`config.mk`:
```
export PLATFORM = sky130hd
export DESIGN_NAME = hdc_main_flat
export DESIGN_NICKNAME = d
export VERILOG_FILES = /design/src/rtl/hdc_if.sv /design/src/rtl/hdc_main.sv /design/src/flat_wrapper.sv
export SDC_FILE = /design/constraint.sdc
export NUM_CORES = 2
export LEC_CHECK = 0
export BUFFER_PORTS_ARGS = -buffer_cell sky130_fd_sc_hd__buf_2
export CAP_MARGIN = 20
export CELL_PAD_IN_SITES_DETAIL_PLACEMENT = 0
export CELL_PAD_IN_SITES_GLOBAL_PLACEMENT = 1
export CORE_MARGIN = 4
export CORE_UTILIZATION = 43
export CTS_CLUSTER_DIAMETER = 80
export DETAILED_ROUTE_END_ITERATION = 10
export HOLD_SLACK_MARGIN = 0.06
export PLACE_DENSITY_LB_ADDON = 0.1
export RECOVER_POWER = 25
export REMOVE_ABC_BUFFERS = 1
export SYNTH_ARGS = -nofsm -noshare
export SYNTH_HDL_FRONTEND = slang
export SYNTH_SLANG_ARGS = --single-unit
```
`constraint.sdc`:
```
create_clock -name clk -period 179.3 [get_ports clk]
set_clock_uncertainty 0.2 [all_clocks]
set_input_delay 35.86 -clock clk [delete_from_list [all_inputs] [get_ports clk]]
set_output_delay 35.86 -clock clk [all_outputs]
set_load 0.01 [all_outputs]
```
`src/rtl/hdc_if.sv`:
```
// rtl/hdc_if.sv - Request/result bundle for hdc_main; DIST_OUT_EN adds the distance outputs.
interface hdc_if #(
    parameter int MAX_LENGTH = 160,
    parameter int CHAR_W     = 7,
    parameter int DIM        = 64,
    parameter int LEN_W      = 8
);
    logic                         start;
    logic [MAX_LENGTH*CHAR_W-1:0] data;
    logic [LEN_W-1:0]             length;
    logic [DIM-1:0]               ham_hv;
    logic [DIM-1:0]               spam_hv;
    logic                         busy;
    logic                         valid;
    logic                         label;
`ifdef DIST_OUT_EN
    logic [$clog2(DIM+1)-1:0]     dist_ham;
    logic [$clog2(DIM+1)-1:0]     dist_spam;
`endif

    modport master (
        output start, data, length, ham_hv, spam_hv,
        input  busy, valid, label
`ifdef DIST_OUT_EN
        , input dist_ham, dist_spam
`endif
    );

    modport slave (
        input  start, data, length, ham_hv, spam_hv,
        output busy, valid, label
`ifdef DIST_OUT_EN
        , output dist_ham, dist_spam
`endif
    );
endinterface

```
`src/rtl/hdc_main.sv`:
```
// rtl/hdc_main.sv - HDC trigram-bundling ham/spam classifier; DIST_OUT_EN exposes Hamming distances.
module hdc_main #(
    parameter int             MAX_LENGTH = 160,
    parameter int             CHAR_W     = 7,
    parameter int             DIM        = 64,
    parameter logic [DIM-1:0] SEED       = 64'hA5C3_96E1_0F4B_D287,
    parameter int             LEN_W      = 8
) (
    input  logic clk,
    input  logic reset,
    hdc_if.slave bus
);
    localparam int DW = $clog2(DIM + 1);

    localparam logic [1:0] S_IDLE    = 2'd0;
    localparam logic [1:0] S_ENCODE  = 2'd1;
    localparam logic [1:0] S_THRESH  = 2'd2;
    localparam logic [1:0] S_COMPARE = 2'd3;

    function automatic logic [DIM-1:0] rotl(input logic [DIM-1:0] x, input int unsigned n);
        logic [2*DIM-1:0] t;
        t = {x, x} << n;
        return t[2*DIM-1:DIM];
    endfunction

    function automatic logic [DIM-1:0] item_hv(input logic [CHAR_W-1:0] c);
        return rotl(SEED, int'(c[5:0])) ^ {DIM{c[6]}};
    endfunction

    logic [1:0]                   state;
    logic [MAX_LENGTH*CHAR_W-1:0] data_r;
    logic [LEN_W-1:0]             len_r;
    logic [LEN_W-1:0]             idx;
    logic [DIM-1:0]               ham_r;
    logic [DIM-1:0]               spam_r;
    logic [DIM-1:0]               win1;
    logic [DIM-1:0]               win2;
    logic [DIM-1:0]               query;
    logic [LEN_W-1:0]             cnt [DIM];
    logic                         pend;
    logic                         pend_label;
    logic                         busy_r;
    logic                         valid_r;
    logic                         label_r;
`ifdef DIST_OUT_EN
    logic [DW-1:0]                pend_dh;
    logic [DW-1:0]                pend_ds;
    logic [DW-1:0]                dist_ham_r;
    logic [DW-1:0]                dist_spam_r;
`endif

    logic [LEN_W-1:0]  len_clamp;
    logic [CHAR_W-1:0] cur_char;
    logic [DIM-1:0]    cur_hv;
    logic [DIM-1:0]    gram;
    logic [LEN_W-1:0]  n_tri;
    logic [DIM-1:0]    query_next;
    logic [DW-1:0]     dh;
    logic [DW-1:0]     ds;

    assign len_clamp = (int'(bus.length) > MAX_LENGTH) ? LEN_W'(MAX_LENGTH) : bus.length;
    assign cur_char  = data_r[CHAR_W*int'(idx) +: CHAR_W];
    assign cur_hv    = item_hv(cur_char);
    assign gram      = rotl(win2, 2) ^ rotl(win1, 1) ^ cur_hv;
    assign n_tri     = (len_r > LEN_W'(2)) ? len_r - LEN_W'(2) : '0;

    // Strict majority: doubling the count avoids a divide and makes ties resolve to 0.
    always_comb begin
        query_next = '0;
        for (int j = 0; j < DIM; j++) begin
            query_next[j] = {cnt[j], 1'b0} > {1'b0, n_tri};
        end
    end

    always_comb begin
        dh = '0;
        ds = '0;
        for (int j = 0; j < DIM; j++) begin
            dh = dh + DW'(query[j] ^ ham_r[j]);
            ds = ds + DW'(query[j] ^ spam_r[j]);
        end
    end

    // COMPARE registers the decision; the following IDLE cycle publishes it, which keeps
    // the popcount off the output path and makes start acceptable during the valid cycle.
    always_ff @(posedge clk) begin
        if (reset) begin
            state      <= S_IDLE;
            idx        <= '0;
            len_r      <= '0;
            win1       <= '0;
            win2       <= '0;
            query      <= '0;
            pend       <= 1'b0;
            pend_label <= 1'b0;
            busy_r     <= 1'b0;
            valid_r    <= 1'b0;
            label_r    <= 1'b0;
            for (int j = 0; j < DIM; j++) cnt[j] <= '0;
`ifdef DIST_OUT_EN
            pend_dh     <= '0;
            pend_ds     <= '0;
            dist_ham_r  <= '0;
            dist_spam_r <= '0;
`endif
        end else begin
            valid_r <= 1'b0;
            case (state)
                S_IDLE: begin
                    if (pend) begin
                        pend    <= 1'b0;
                        valid_r <= 1'b1;
                        busy_r  <= 1'b0;
                        label_r <= pend_label;
`ifdef DIST_OUT_EN
                        dist_ham_r  <= pend_dh;
                        dist_spam_r <= pend_ds;
`endif
                    end else if (bus.start) begin
                        data_r <= bus.data;
                        len_r  <= len_clamp;
                        ham_r  <= bus.ham_hv;
                        spam_r <= bus.spam_hv;
                        idx    <= '0;
                        busy_r <= 1'b1;
                        for (int j = 0; j < DIM; j++) cnt[j] <= '0;
                        state  <= (len_clamp == '0) ? S_THRESH : S_ENCODE;
                    end
                end
                S_ENCODE: begin
                    if (idx >= LEN_W'(2)) begin
                        for (int j = 0; j < DIM; j++) cnt[j] <= cnt[j] + LEN_W'(gram[j]);
                    end
                    win2 <= win1;
                    win1 <= cur_hv;
                    idx  <= idx + LEN_W'(1);
                    if (idx == len_r - LEN_W'(1)) state <= S_THRESH;
                end
                S_THRESH: begin
                    query <= query_next;
                    state <= S_COMPARE;
                end
                default: begin
                    pend_label <= (ds < dh);
`ifdef DIST_OUT_EN
                    pend_dh    <= dh;
                    pend_ds    <= ds;
`endif
                    pend       <= 1'b1;
                    state      <= S_IDLE;
                end
            endcase
        end
    end

    assign bus.busy  = busy_r;
    assign bus.valid = valid_r;
    assign bus.label = label_r;
`ifdef DIST_OUT_EN
    assign bus.dist_ham  = dist_ham_r;
    assign bus.dist_spam = dist_spam_r;
`endif
endmodule

```
`src/flat_wrapper.sv`:
```
// flat-port wrapper written by rule: the top's interface ports become plain ports
module hdc_main_flat 
#(
    parameter int             MAX_LENGTH = 160,
    parameter int             CHAR_W     = 7,
    parameter int             DIM        = 64,
    parameter logic [DIM-1:0] SEED       = 64'hA5C3_96E1_0F4B_D287,
    parameter int             LEN_W      = 8
)
  (clk, reset, bus_start, bus_data, bus_length, bus_ham_hv, bus_spam_hv, bus_busy, bus_valid, bus_label);
  hdc_if #(.MAX_LENGTH(MAX_LENGTH), .CHAR_W(CHAR_W), .DIM(DIM), .LEN_W(LEN_W)) bus_i ();
  input  logic clk;
  input  logic reset;
  input wire logic [$bits(bus_i.start)-1:0] bus_start;
  input wire logic [$bits(bus_i.data)-1:0] bus_data;
  input wire logic [$bits(bus_i.length)-1:0] bus_length;
  input wire logic [$bits(bus_i.ham_hv)-1:0] bus_ham_hv;
  input wire logic [$bits(bus_i.spam_hv)-1:0] bus_spam_hv;
  output wire logic [$bits(bus_i.busy)-1:0] bus_busy;
  output wire logic [$bits(bus_i.valid)-1:0] bus_valid;
  output wire logic [$bits(bus_i.label)-1:0] bus_label;
  assign bus_i.start = bus_start;
  assign bus_i.data = bus_data;
  assign bus_i.length = bus_length;
  assign bus_i.ham_hv = bus_ham_hv;
  assign bus_i.spam_hv = bus_spam_hv;
  assign bus_busy = bus_i.busy;
  assign bus_valid = bus_i.valid;
  assign bus_label = bus_i.label;
  hdc_main #(.MAX_LENGTH(MAX_LENGTH), .CHAR_W(CHAR_W), .DIM(DIM), .SEED(SEED), .LEN_W(LEN_W)) u_core (.clk(clk), .reset(reset), .bus(bus_i));
endmodule
```
==> qor.txt <==
OUTCOME
----------------------------------------------------------------------------------
Run status                                                               completed

LOGIC SYNTHESIS
----------------------------------------------------------------------------------
Library cell with the highest instance count after synthesis              edfxtp_1
Primary FF master, synth                                                  edfxtp_1
Post-synthesis cell type count                                                 113
Most frequent cells after synthesis                                   1752 x edfxtp_1, 752 x nor2_1, 636 x ha_1, 467 x a21o_1, 368 x nand3_1
Area leader, netlist                                                      edfxtp_1
Share of flip-flops with an asynchronous set or reset                           0%
Syn Inst Count                                                                7350
Number of synthesized flops with an enable pin                                1752
Total of warnings raised by yosys                                                0
Sequential element share of the synthesized area                            56.62%
FF+latch count, synth                                                         1975
Mean instance size in the synthesized netlist                            13.71 um2
Ranking of synthesized cells by area                                  edfxtp_1 52%, ha_1 7.9%, mux4_2 5.1%
Proportion of netlist area held by the largest area contributor             52.20%
Cell area after technology mapping                                      100800 um2

ROUTE
----------------------------------------------------------------------------------
Via total after detailed routing                                             67020
WL per Instance                                                           28.91 um
Initial detailed-routing violation count                                      5856
DRT antenna net count                                                            0
First drt pass iteration count                                                   6
DRC violation count after routing                                                0
Via-to-Cell Ratio                                                            5.567
Final wirelength                                                         348000 um

CLOCK NETWORK
----------------------------------------------------------------------------------
Cell chosen for the clock root                                           clkbuf_16
Maximum buffer depth of the clock tree                                           3
Post-CTS Hold Fix Bufs                                                           0
TritonCTS buffer count                                                         218
Clock insertion delay at the later pin of the skew report                  0.89 ns
Number of H-tree levels                                                          4
CTS resizes                                                                      0
Sink count of the clock tree                                                  1975
Clock slew at reported path FFs                                            0.06 ns
Number of buffers inserted by post-CTS setup repair                              0
Clock tree from TritonCTS                                                      yes

PLACEMENT
----------------------------------------------------------------------------------
Half-perimeter wire length of the detailed placement result              258900 um
Final weighted congestion in routability-driven placement                   0.9247
Port Buffer Count                                                             1261

CRITICAL PATH
----------------------------------------------------------------------------------
Crit path launch type                                                 primary input
Nature of the critical path endpoint                                          flop
Most frequent cell on the critical path                                      buf_4
Startpoint-to-endpoint class of the critical path                        in -> reg
CP max stage delay                                                         0.95 ns
Data arrival time of the critical path                                    42.08 ns
Slowest cell on crit path                                                    buf_4
Cell class contributing the biggest share of worst-path delay         buffers and inverters
Required time of the critical path                                       179.58 ns
Cell-by-cell trace of the critical path                               buf_2 > nand2b_1 > or2_2 > nor2_4 > buf_4 > buf_4 > buf_4 > buf_4 > buf_4 > buf_4
Worst-path maximum fanout                                                       83
Crit path buffers/inverters                                                      7

FINAL LAYOUT
----------------------------------------------------------------------------------
Share of final-layout standard cells stronger than drive strength 1         22.79%
Net total in the final layout                                                10640
Synthesis-to-finish area growth                                             17.25%

TIMING
----------------------------------------------------------------------------------
Endpoints failing hold                                                           0
Count of pins over their slew limit                                              0
Share of the cycle needed by the critical path after routing                23.31%
Achievable frequency                                                     23.92 MHz
Sum of negative setup slack                                                   0 ns
Final Critical Period                                                     41.80 ns
RSZ-0062 raised after global routing                                         false
Least-Margin Pin Slew                                                     1.245 ns
Rel. slew slack                                                             17.00%
Setup-failing EPs final                                                          0

GRT
----------------------------------------------------------------------------------
Overall global routing resource usage                                       28.05%
Number of antenna violations at the first check in global routing              178
Global route total overflow                                                      0
Global-route wire length before repair                                   490900 um
Pin count of the biggest net entering global routing                           209
Via count of the first global-routing pass                                   67390

FLOORPLANNING
----------------------------------------------------------------------------------
Initial Util                                                                43.26%
Die span in x                                                             492.2 um
Core Rows                                                                      177
Top-Level Pins                                                                1262
Die Area                                                                242200 um2
Area of the core                                                        233000 um2
Y dimension of the die                                                    492.2 um

RUN
----------------------------------------------------------------------------------
Reported max-cap violation count                                                 0

WORST HOLD PATH
----------------------------------------------------------------------------------
Hold/Removal Path Class                                                 reg -> reg

[metrics by stage]
step | util [%] | cells | hold WS, ns | instance area (um2) | worst slack, ns
after global routing | 50.69 | 12000 | 0.2878 | 118100 | 137.13
after detailed placement | 47.43 | 11550 | 0.2498 | 110500 | 136.58
final | 50.73 | 12040 | 0.2619 | 118200 | 137.50
after global placement | 47.42 | 11550 | 0.2524 | 110500 | 136.79
after CTS | 50.66 | 11960 | 0.2586 | 118000 | 137.55
after floorplan | - | 7053 | 0.2503 | 99200 | 88.35
[cell families after synthesis]
kind of cell / synth area share, %
simple gates: 8.637
buf+inv: 2.032
fa+ha+maj: 10.04
compound gates: 7.756
mux: 8.592
flops: 56.62
xor+xnor: 6.318
[cell usage in the layout (no fill, tap or decap), drive strengths merged, types with 141 or more instances in the layout]
master	Yosys	layout
clkbuf	130	317
edfxtp	1752	1752
a21o	468	468
a21oi	159	159
ha	636	636
mux4	229	229
buf	167	1308
xor2	364	364
nand2	235	235
xnor2	340	340
nor2	757	757
nand3	370	370
and2	141	141
mux2i	320	320
dfxtp	223	223
[final timing paths]
check,slack [ns],cells past startpoint,from,end
worst max-delay path,137.50,10,bus_start,u_core.data_r[886]
worst min register to register,0.26,2,u_core.bus.label,u_core.bus.label
worst max register to register,168.52,23,u_core.idx[0],u_core.cnt[8][6]
worst min-delay path,0.26,2,u_core.bus.label,u_core.bus.label
[metal layers]
layer  GRT usage, %  vias to the layer above  share of wire (%)
met2          45.58                     2291                 47
met4          8.817                       82                3.5
met5              0                        -               0.14
li1               -                    30500                  -
met3          5.699                      600                6.7
met1          37.93                    33550                 43
[registers in the layout, indices dropped and copies added (netlist names)]
| signal | cells |
|---|---|
| u_core.win1 | 64 |
| u_core.pend | 1 |
| u_core.pend_label | 1 |
| u_core.query | 64 |
| u_core.state | 2 |
| u_core.data_r | 1120 |
| u_core.bus.busy | 1 |
| u_core.bus.label | 1 |
| u_core.win2 | 64 |
| u_core.idx | 8 |
| u_core.cnt | 512 |
| u_core.ham_r | 64 |
| u_core.spam_r | 64 |
| u_core.len_r | 8 |
| u_core.bus.valid | 1 |
[final cells by class]
cell class              count  area, um2
well taps                3132       3919
repair buffers           1363       7121
multi-input cells        4957      41860
diodes                     80      200.2
clock inverters           149       1808
fillers                 20420     114800
inverters                 121      456.7
clock buffers             262       5720
flip-flops and latches   1975      57090
[worst register-to-register path, cell delays in order (launching register included)]
cell	delay (ns)
dfxtp_4	0.80
buf_4	0.68
buf_4	0.75
buf_4	0.71
mux4_2	0.62
mux4_2	0.56
nand2_1	0.11
a21oi_1	0.22
a31oi_4	0.63
inv_1	0.31
ha_1	0.39
inv_1	0.19
ha_1	0.41
nor3_1	0.68
a21oi_1	0.15
a21oi_1	0.55
mux2i_1	0.32
xnor2_1	1.03
ha_1	0.38
ha_1	0.23
nand2_1	0.06
or2_2	0.28
xor2_1	0.13
nor2_1	0.05
Power is left out: the tool's default activity adds up to more than one toggle a clock period on the data nets, which glitch-free logic cannot reach.
